**src/rtl/hdlink_pkg.sv**
```systemverilog
// Shared definitions for the half-duplex link transmitter: frame geometry,
// line levels and the transmitter state encoding.
package hdlink_pkg;

  localparam int   DATA_BITS  = 8;
  localparam int   FRAME_BITS = 10;
  localparam logic START_LVL  = 1'b0;
  localparam logic STOP_LVL   = 1'b1;
  localparam logic IDLE_LVL   = 1'b1;

  typedef enum logic [2:0] {
    ST_IDLE  = 3'd0,
    ST_START = 3'd1,
    ST_DATA  = 3'd2,
    ST_STOP  = 3'd3,
    ST_TURN  = 3'd4
  } state_e;

  // True in the states where this node owns the shared line.
  function automatic logic drives_line(input state_e s);
    return (s == ST_START) || (s == ST_DATA) || (s == ST_STOP);
  endfunction

endpackage

```
**src/rtl/hdlink_bit_timer.sv**
```systemverilog
// Bit-period timer: counts 0..CLKS_PER_BIT-1 while run is high, flags the
// last cycle of each bit and the mid-bit cycle used for line readback.
module hdlink_bit_timer
  import hdlink_pkg::*;
#(
  parameter int CLKS_PER_BIT = 4
) (
  input  logic clk,
  input  logic rst,
  input  logic run,
  output logic bit_end,
  output logic sample
);

  localparam int CW = $clog2(CLKS_PER_BIT);

  logic [CW-1:0] cnt_q, cnt_d;

  // Next count: wraps at the bit boundary, held at zero while the line is not driven.
  always_comb begin
    cnt_d = cnt_q;
    if (!run) begin
      cnt_d = '0;
    end else if (cnt_q == CW'(CLKS_PER_BIT - 1)) begin
      cnt_d = '0;
    end else begin
      cnt_d = cnt_q + 1'b1;
    end
  end

  // Counter register.
  always_ff @(posedge clk) begin
    if (rst) begin
      cnt_q <= '0;
    end else begin
      cnt_q <= cnt_d;
    end
  end

  assign bit_end = run && (cnt_q == CW'(CLKS_PER_BIT - 1));
  assign sample  = run && (cnt_q == CW'(CLKS_PER_BIT / 2));

endmodule

```
**src/rtl/hdlink_tx.sv**
```systemverilog
// Half-duplex serial transmitter. Sends start/8 data (LSB first)/stop bits
// onto a shared line through an external tristate buffer, reads the line back
// mid-bit to detect collisions, and releases the line for a turnaround period
// after every frame or abort.
module hdlink_tx
  import hdlink_pkg::*;
#(
  parameter int CLKS_PER_BIT = 4,
  parameter int TURN_CYCLES  = 2
) (
  input  logic       clk,
  input  logic       rst,
  input  logic [7:0] tx_data,
  input  logic       tx_valid,
  output logic       tx_ready,
  input  logic       bus_in,
  output logic       drv_data,
  output logic       drv_en,
  output logic       tx_done,
  output logic       collision
);

  localparam int BW = $clog2(DATA_BITS);
  localparam int TW = (TURN_CYCLES > 1) ? $clog2(TURN_CYCLES) : 1;

  state_e               state_q, state_d;
  logic [BW-1:0]        bit_idx_q, bit_idx_d;
  logic [TW-1:0]        turn_cnt_q, turn_cnt_d;
  logic [DATA_BITS-1:0] shift_q, shift_d;
  logic                 drv_en_q, drv_en_d;
  logic                 drv_data_q, drv_data_d;
  logic                 tx_done_q, tx_done_d;
  logic                 collision_q, collision_d;

  logic accept;
  logic bit_end;
  logic sample;
  logic mismatch;

  hdlink_bit_timer #(
    .CLKS_PER_BIT (CLKS_PER_BIT)
  ) u_bit_timer (
    .clk     (clk),
    .rst     (rst),
    .run     (drives_line(state_q)),
    .bit_end (bit_end),
    .sample  (sample)
  );

  assign tx_ready = (state_q == ST_IDLE) && !rst;
  assign accept   = tx_valid && tx_ready;
  // Readback is compared against the level we are currently driving.
  assign mismatch = sample && (bus_in != drv_data_q);

  // Frame sequencing: next state, next line levels and status pulses.
  always_comb begin
    state_d     = state_q;
    bit_idx_d   = bit_idx_q;
    turn_cnt_d  = turn_cnt_q;
    shift_d     = shift_q;
    drv_en_d    = drv_en_q;
    drv_data_d  = drv_data_q;
    tx_done_d   = 1'b0;
    collision_d = 1'b0;

    unique case (state_q)
      ST_IDLE: begin
        if (accept) begin
          state_d    = ST_START;
          shift_d    = tx_data;
          bit_idx_d  = '0;
          drv_en_d   = 1'b1;
          drv_data_d = START_LVL;
        end
      end

      ST_START, ST_DATA, ST_STOP: begin
        if (mismatch) begin
          // Someone else is on the line: back off immediately.
          state_d     = ST_TURN;
          turn_cnt_d  = '0;
          drv_en_d    = 1'b0;
          drv_data_d  = IDLE_LVL;
          collision_d = 1'b1;
        end else if (bit_end) begin
          if (state_q == ST_START) begin
            state_d    = ST_DATA;
            bit_idx_d  = '0;
            drv_data_d = shift_q[0];
            shift_d    = shift_q >> 1;
          end else if (state_q == ST_DATA) begin
            if (bit_idx_q == BW'(DATA_BITS - 1)) begin
              state_d    = ST_STOP;
              drv_data_d = STOP_LVL;
            end else begin
              bit_idx_d  = bit_idx_q + 1'b1;
              drv_data_d = shift_q[0];
              shift_d    = shift_q >> 1;
            end
          end else begin
            state_d    = ST_TURN;
            turn_cnt_d = '0;
            drv_en_d   = 1'b0;
            drv_data_d = IDLE_LVL;
            tx_done_d  = 1'b1;
          end
        end
      end

      ST_TURN: begin
        if (turn_cnt_q == TW'(TURN_CYCLES - 1)) begin
          state_d    = ST_IDLE;
          turn_cnt_d = '0;
        end else begin
          turn_cnt_d = turn_cnt_q + 1'b1;
        end
      end

      default: begin
        state_d    = ST_IDLE;
        drv_en_d   = 1'b0;
        drv_data_d = IDLE_LVL;
      end
    endcase
  end

  // Control and output registers; reset releases the line and drops any frame.
  always_ff @(posedge clk) begin
    if (rst) begin
      state_q     <= ST_IDLE;
      bit_idx_q   <= '0;
      turn_cnt_q  <= '0;
      drv_en_q    <= 1'b0;
      drv_data_q  <= IDLE_LVL;
      tx_done_q   <= 1'b0;
      collision_q <= 1'b0;
    end else begin
      state_q     <= state_d;
      bit_idx_q   <= bit_idx_d;
      turn_cnt_q  <= turn_cnt_d;
      drv_en_q    <= drv_en_d;
      drv_data_q  <= drv_data_d;
      tx_done_q   <= tx_done_d;
      collision_q <= collision_d;
    end
  end

  // Payload shift register; its contents only matter while a frame is active.
  always_ff @(posedge clk) begin
    shift_q <= shift_d;
  end

  assign drv_en    = drv_en_q;
  assign drv_data  = drv_data_q;
  assign tx_done   = tx_done_q;
  assign collision = collision_q;

endmodule

```
**config.mk**
```make
export PLATFORM = sky130hd
export DESIGN_NAME = hdlink_tx
export DESIGN_NICKNAME = d
export VERILOG_FILES = /design/src/rtl/hdlink_pkg.sv /design/src/rtl/hdlink_bit_timer.sv /design/src/rtl/hdlink_tx.sv
export SDC_FILE = /design/constraint.sdc
export NUM_CORES = 1
export LEC_CHECK = 0
export CORE_ASPECT_RATIO = 0.9
export CORE_UTILIZATION = 45
export CTS_CLUSTER_SIZE = 14
export DETAILED_ROUTE_END_ITERATION = 16
export PLACE_DENSITY_LB_ADDON = 0.05
export SLEW_MARGIN = 20
export SYNTH_ARGS = -nofsm -noshare
export SYNTH_HDL_FRONTEND = slang
export SYNTH_SLANG_ARGS = --single-unit
```
**constraint.sdc**
```tcl
create_clock -name clk -period 4.7 [get_ports clk]
set_clock_uncertainty 0.15 [all_clocks]
set_input_delay 1.175 -clock clk [delete_from_list [all_inputs] [get_ports clk]]
set_output_delay 1.175 -clock clk [all_outputs]
set_load 0.02 [all_outputs]
```
==> results of run 1 <==
-- report_power, final --
part,internal (mW),switching (mW),leakage (nW)
sequential,0.200,0.00514,0.182
combinational,0.0273,0.0228,0.289
clock,0.0318,0.0528,0.0177
total,0.259,0.0807,0.489
-- through the flow --
step	hold WS [ns]	area (um2)	power, mW
6_report	0.318	1240	0.340
5_1_grt	0.344	1240	0.360
4_1_cts	0.322	1240	0.346
3_5_place_dp	0.306	1220	0.260
3_3_place_gp	0.295	1220	0.259
2_1_floorplan	0.278	1070	0.244
-- metal layers --
| metal | track usage [%] | routed length [um] | vias to the layer above |
|---|---|---|---|
| li1 | - | - | 373 |
| met1 | 22.2 | 868 | 357 |
| met2 | 25.8 | 851 | 20 |
| met3 | 5.66 | 100 | 4 |
| met4 | 11.0 | 42 | 0 |
| met5 | 0 | 0 | - |
-- placed cells by master (no fill, tap or decap), types with 2 or more instances in the layout --
| cell | netlist | routed |
|---|---|---|
| inv_1 | 5 | 5 |
| nor4_1 | 2 | 2 |
| dfxtp_1 | 13 | 13 |
| o21ai_0 | 3 | 3 |
| nand2_1 | 8 | 8 |
| mux2i_1 | 3 | 3 |
| clkdlybuf4s50_1 | 0 | 16 |
| and3_1 | 3 | 3 |
| ha_1 | 4 | 4 |
| o21a_1 | 2 | 2 |
| a31o_1 | 2 | 2 |
| nor3_1 | 2 | 2 |
| mux2_4 | 5 | 5 |
| and2_1 | 2 | 2 |
| clkbuf_4 | 0 | 3 |
| o22ai_1 | 2 | 2 |
| edfxtp_1 | 8 | 8 |
| nand3_1 | 3 | 3 |
| mux2_1 | 2 | 2 |
-- state kept, by name (all words and copies together), names as in the netlist --
register,count
drv_data,1
turn_cnt_q,1
drv_en,1
collision,1
state_q,3
tx_done,1
u_bit_timer.cnt_q,2
bit_idx_q,3
shift_q,8
-- logic make-up (layout without fill, tap and decap cells) --
family	Yosys count	in the layout	share of synthesized area, %
AO/OA/AOI/OAI	20	20	14.2
buffers and inverters	12	25	6.42
AND/OR/NAND/NOR	27	27	13.8
XOR/XNOR	2	2	2.33
multiplexers	10	10	11.9
flip-flops	21	21	46.7
adder cells (fa/ha/maj)	4	4	4.67
-- how the worst max path moves through the flow --
stage | start | endpoint | slack [ns]
floorplan | rst | tx_ready | 1.54
global placement | rst | tx_ready | 0.68
detailed placement | rst | tx_ready | 0.66
CTS | rst | tx_ready | 0.65
global route | rst | tx_ready | 0.50
finish | rst | tx_ready | 0.66
-- cell type report --
cell class / count / area share, %
clock buffer: 3 / 1.81
clock inverter: 1 / 0.402
inverter: 5 / 1.51
multi-input combinational: 63 / 40.4
sequential: 21 / 40.2
tap: 27 / 2.72
timing repair buffer: 16 / 12.9
-- synth_stat cells (all sizes together) (2+ instances only) --
cell type  instances
dfxtp             13
or2                2
clkbuf             3
nor3               2
inv                5
mux2i              3
and3               3
o21ai              3
edfxtp             8
nand3              3
and2               2
mux2               7
o21a               2
nor2               2
ha                 4
o22ai              2
nand2              8
o2111ai            2
nor4               3
a31o               2
buf                4
==> PnR_summary.wiki, run 1 <==
{| class="wikitable"
! Metric !! Value
|-
| Run status || complete, no violations
|-
| Worst endpoint required time || roughly 3.4 ns
|-
| CTS Root Buffer Type || clkbuf_4
|-
| Hold buffer count at CTS || 0
|-
| R2r setup slk || 2.63 ns
|-
| Full die area || about 2600 um2
|-
| Source of the worst hold timing path || u_bit_timer.cnt_q[0]
|-
| Highest fanout seen on the critical path || 10
|-
| CTS tree || built
|-
| Overall die width || ~53 um
|-
| Layout cells sized above 1 || 12.8%
|-
| Crit path arrival time || roughly 2.7 ns
|-
| Post-route non-filler standard cell count || between 100 and 150
|-
| Number of placement rows || 16
|-
| WHS Endpoint || u_bit_timer.cnt_q[0]
|-
| Number of register bits inferred by synthesis || 21
|-
| Endpoints failing setup || 0
|-
| Sum of negative setup slack || 0 ns
|-
| Power density normalized to cell area || roughly 270 nW/um2
|-
| Share of flip-flops with an asynchronous set or reset || 0%
|-
| Cell-by-cell trace of the critical path || clkdlybuf4s50_1 > nor4_2 > clkdlybuf4s50_1
|-
| Max Clock Freq || ~250 MHz
|-
| Multi-input logic area || slightly above 500 um2
|-
| FF+latch area || approximately 500 um2
|-
| H-tree level count || 1
|-
| Clock buffer count from CTS || 3
|-
| Synth-to-layout area growth || 16.0%
|-
| RSZ-0062 raised after global routing || false
|-
| Depth of the worst hold-timing path || 1
|-
| Residual DRC || 0
|-
| Count of buffers added by post-CTS timing repair for setup || 0
|-
| Starting utilization of the core area || approximately half
|-
| Number of cells on the worst reg-to-reg path || 3
|-
| Worst reg2reg startpoint || state_q[1]
|-
| Die Y || approximately 48 um
|-
| Category of the most critical setup path || in2out
|-
| Post-route fraction of the period consumed by the critical path || around 86%
|-
| Number of diodes added for antenna fixing || 0
|-
| Boundary Pins || 17
|-
| Wire length after detailed routing || around 1900 um
|-
| Critical path buffers and inverters || 2
|-
| Kind of cell adding the most delay to the critical path || buffers and inverters
|-
| Standard cell with the maximum stage delay on the critical path || clkdlybuf4s50_1
|-
| Number of global-route vias before repair || about 710
|-
| Max-cap violations || 0
|-
| Crit Reg-Reg Endpoint || shift_q[1]
|-
| Sort of element at the start of the critical path || input pin
|-
| Measured slew at the worst slew-check pin || slightly below 0.6 ns
|-
| Main synth FF type || dfxtp_1
|-
| Average cell area after synthesis || 11.2 um2
|-
| Pre-Repair DR Iteration Count || 4
|-
| Pre-CTS setup slack || 0.659 ns
|-
| Pin count of the biggest net entering global routing || 15
|-
| IO buf count || 16
|-
| Cell area after technology mapping || around 1100 um2
|-
| Vias per cell || about 5.5
|-
| Core area || about 2200 um2
|-
| Remaining max-slew budget at the tightest pin || about three fifths
|-
| Top cell type's share of synthesized area || 24.3%
|-
| Global-route wire length before repair || approximately 3200 um
|-
| Final Hold Vio Count || 0
|-
| GRT Overall Usage || around 18%
|-
| Post-CTS clock slew at the launch and capture registers of the worst setup and hold paths || around 0.1 ns
|-
| Final-layout fill cell count || 196
|-
| Post-route minimum period || around 4.0 ns
|-
| Number of DRC markers after the initial detailed-route iteration || 8
|-
| Area contributors post-synth || dfxtp_1 (24%), edfxtp_1 (22%), mux2_4 (7.0%)
|-
| Final core utilization || a little under three fifths
|-
| Gate count of the mapped netlist || 96
|-
| Sequential area share after synthesis || between 40% and 50%
|-
| Count of vias placed by the detailed router || roughly 750
|-
| Antenna-violating nets left || 0
|-
| Clk_lat worst skew || around 0.31 ns
|-
| Nets@finish || between 100 and 150
|-
| Average detailed-routed wire length per instance || 13.7 um
|-
| Final Max Slew Viols || 0
|-
| Antenna violations before repair || 0
|-
| Number of enable-type register cells in the synthesized netlist || 8
|-
| Number of buffers between clock root and the deepest sink || 2
|-
| Largest stage delay, worst path || roughly 0.67 ns
|-
| Final HPWL from detailed placement || ~1300 um
|-
| Cells after DPL || approximately 130
|-
| Final global-route overflow total || 0
|-
| Last weighted congestion value of the routability-driven placer || approximately 0.8
|-
| Post-synthesis net count || ~110
|-
| Logic depth of the worst path, buffers included || 3
|-
| Warnings from Yosys || 0
|-
| Crit. End Element || primary output
|-
| # resized after CTS || 0
|-
| Worst-case vdd ir drop || 232 uV
|-
| TritonCTS Sinks || 21
|-
| Most common cell type on the critical path || clkdlybuf4s50_1
|-
| Number of distinct library cells after synthesis || 40
|-
| Worst Setup Slack, final || 0.664 ns
|-
| Leakage power total || roughly 0.49 nW
|-
| Library cell occupying the most area in the post-synthesis netlist || dfxtp_1
|-
| Class of the tightest hold or removal check || reg2reg
|}
(Power assumes the default switching activity.)
==> run 2: changes to the inputs <==
==> constraint.sdc (replaced) <==
create_clock -name clk -period 3.3 [get_ports clk]
set_clock_uncertainty 0.15 [all_clocks]
set_input_delay 0.825 -clock clk [delete_from_list [all_inputs] [get_ports clk]]
set_output_delay 0.825 -clock clk [all_outputs]
set_load 0.02 [all_outputs]
==> PnR_summary.wiki, run 2 (same netlist as run 1, synthesis figures left out) <==
{| class="wikitable"
! Metric !! Value
|-
| Pin count of the biggest net entering global routing || 15 (unchanged)
|-
| Most congested layer reported by global routing || met2 (unchanged)
|-
| H-tree level count || 1 (unchanged)
|-
| Number of buffers between clock root and the deepest sink || 2 (unchanged)
|-
| Hold buffer count at CTS || 0 (unchanged)
|-
| Antenna-violating nets left || 0 (unchanged)
|-
| Pre-Repair DR Iteration Count || 4 (unchanged)
|-
| Measured slew at the worst slew-check pin || 0.577 ns (was 0.595 ns)
|-
| Depth of the worst hold-timing path || 1 (unchanged)
|-
| Final core utilization || 56.3% (was 56.0%)
|-
| Largest registers || shift_q x8, bit_idx_q x3, state_q x3 (unchanged)
|-
| Power density normalized to cell area || 388 nW/um2 (was 273 nW/um2)
|-
| Sum of negative setup slack || 0 ns (unchanged)
|-
| Full die area || 2580 um2 (unchanged)
|-
| Number of diodes added for antenna fixing || 0 (unchanged)
|-
| TritonCTS Sinks || 21 (unchanged)
|-
| Total placed instance area || 1220 um2 (about the same)
|-
| Clock buffer count from CTS || 3 (unchanged)
|-
| Max reg flops || 8 (unchanged)
|-
| Crit path arrival time || 2.18 ns (was 2.71 ns)
|-
| Commonest non-fill, non-tap cell in the layout || clkdlybuf4s50_1 (unchanged)
|-
| Worst endpoint required time || 2.32 ns (was 3.38 ns)
|-
| Wire length after detailed routing || 1900 um (was 1860 um)
|-
| Highest-count cells in the layout ignoring fill and taps || clkdlybuf4s50_1 (16), dfxtp_1 (13), nand2_1 (8), edfxtp_1 (8) (unchanged)
|-
| GR met3 Demand/Resource || 6.60% (was 5.66%)
|-
| Final global-route overflow total || 0 (unchanged)
|-
| Vias per cell || 5.45 (was 5.54)
|-
| Starting utilization of the core area || 48.3% (unchanged)
|-
| Post-CTS clock slew at the launch and capture registers of the worst setup and hold paths || 0.11 ns (was 0.10 ns)
|-
| Most common cell type on the critical path || clkdlybuf4s50_1 (unchanged)
|-
| Number of DRC markers after the initial detailed-route iteration || 8 (unchanged)
|-
| Register bank with the most flops || shift_q (unchanged)
|-
| RSZ-0062 raised after global routing || false (unchanged)
|-
| # resized after CTS || 0 (unchanged)
|-
| Global-route wire length before repair || 3250 um (was 3220 um)
|-
| Worst Hold Slack || 0.320 ns (was 0.318 ns)
|-
| Worst Setup Slack, final || 0.147 ns (was 0.664 ns)
|-
| Final Max Slew Viols || 0 (unchanged)
|-
| Nets@finish || 127 (was 126)
|-
| Remaining max-slew budget at the tightest pin || 61.5% (was 60.3%)
|-
| Largest stage delay, worst path || 0.67 ns (about the same)
|-
| Endpoints failing setup || 0 (unchanged)
|-
| GRT Overall Usage || 17.7% (about the same)
|-
| CTS tree || built (unchanged)
|-
| Average detailed-routed wire length per instance || 13.9 um (was 13.7 um)
|-
| Post-route fraction of the period consumed by the critical path || a little over nine tenths
|-
| Die Y || 48.3 um (unchanged)
|-
| Core area || 2220 um2 (unchanged)
|-
| Max-cap violations || 0 (unchanged)
|-
| Standard cell with the maximum stage delay on the critical path || clkdlybuf4s50_1 (unchanged)
|-
| Met2 usage in global routing || 25.8% (unchanged)
|-
| Category of the most critical setup path || in2out (unchanged)
|-
| Boundary Pins || 17 (unchanged)
|-
| Antenna violations before repair || 0 (unchanged)
|-
| Count of buffers added by post-CTS timing repair for setup || 0 (unchanged)
|-
| Max Clock Freq || between 300 and 400 MHz
|-
| Final HPWL from detailed placement || 1370 um (was 1320 um)
|-
| Cell area after layout || 1250 um2 (was 1240 um2)
|-
| Number of cells on the worst reg-to-reg path || 3 (unchanged)
|-
| Final Hold Vio Count || 0 (unchanged)
|-
| Pre-CTS setup slack || 0.146 ns (was 0.659 ns)
|-
| Grt met1 use || 24.8% (was 22.2%)
|-
| Worst-case vdd ir drop || 273 uV (was 232 uV)
|-
| Count of vias placed by the detailed router || 746 (was 754)
|-
| Sort of element at the start of the critical path || input pin (unchanged)
|-
| Crit. End Element || primary output (unchanged)
|-
| Highest fanout seen on the critical path || 3 (was 10)
|-
| Residual DRC || 0 (unchanged)
|-
| Overall die width || 53.5 um (unchanged)
|-
| Leakage power total || 0.494 nW (was 0.489 nW)
|-
| Number of placement rows || 16 (unchanged)
|-
| Number of global-route vias before repair || 725 (was 713)
|-
| Class of the tightest hold or removal check || reg2reg (unchanged)
|-
| CTS Root Buffer Type || clkbuf_4 (unchanged)
|-
| Clk_lat worst skew || 0.30 ns (was 0.31 ns)
|-
| Last weighted congestion value of the routability-driven placer || 0.764 (was 0.797)
|-
| Synth-to-layout area growth || 16.7% (was 16.0%)
|-
| Post-route minimum period || about 3.2 ns
|-
| Cell-by-cell trace of the critical path || clkdlybuf4s50_1 > nor4_2 > clkdlybuf4s50_1 (unchanged)
|-
| Layout cells sized above 1 || 13.6% (was 12.8%)
|-
| Run status || complete, no violations (unchanged)
|-
| IO buf count || 16 (unchanged)
|}
## run 2: cell count changes in the layout (fill, tap and decap cells not counted)
| cell | before | now |
|---|---|---|
| buf_4 | 0 | 1 |
## run 2: worst max-delay path: cells and delay by family
kind                   cells  cell delay [ns]
buffers and inverters      2             1.12
and+or+nand+nor            1             0.23
## run 2: final cells by class
class,instances,area [um2]
well taps,27,33.8
clock inverters,1,5.00
clock buffers,3,22.5
multi-input cells,63,503
inverters,5,18.8
flip-flops and latches,21,500
fillers,201,971
repair buffers,17,168
## run 2: routing by layer
metal  share of wire [%]  up-vias
met4                0.63        0
met1                  50      355
met5                   0        -
li1                    -      379
met3                 2.9        2
met2                  46       10
## run 2: report_power, final
group,internal [mW],total (mW),leakage (nW),switching (mW)
logic,0.0397,0.0723,0.294,0.0326
clock network,0.0452,0.121,0.0177,0.0753
registers,0.285,0.293,0.182,0.00765
## run 2: stage by stage
step	cells	total power [mW]
floorplan	96	0.347
global placement	133	0.370
detailed placement	133	0.372
CTS	137	0.494
global route	137	0.511
finish	137	0.485
## run 2: final timing paths
path | from | endpoint | slack (ns)
max | rst | tx_ready | 0.15
min | u_bit_timer.cnt_q[0] | u_bit_timer.cnt_q[0] | 0.32
max reg2reg | state_q[1] | shift_q[1] | 1.21
min reg2reg | u_bit_timer.cnt_q[0] | u_bit_timer.cnt_q[0] | 0.32
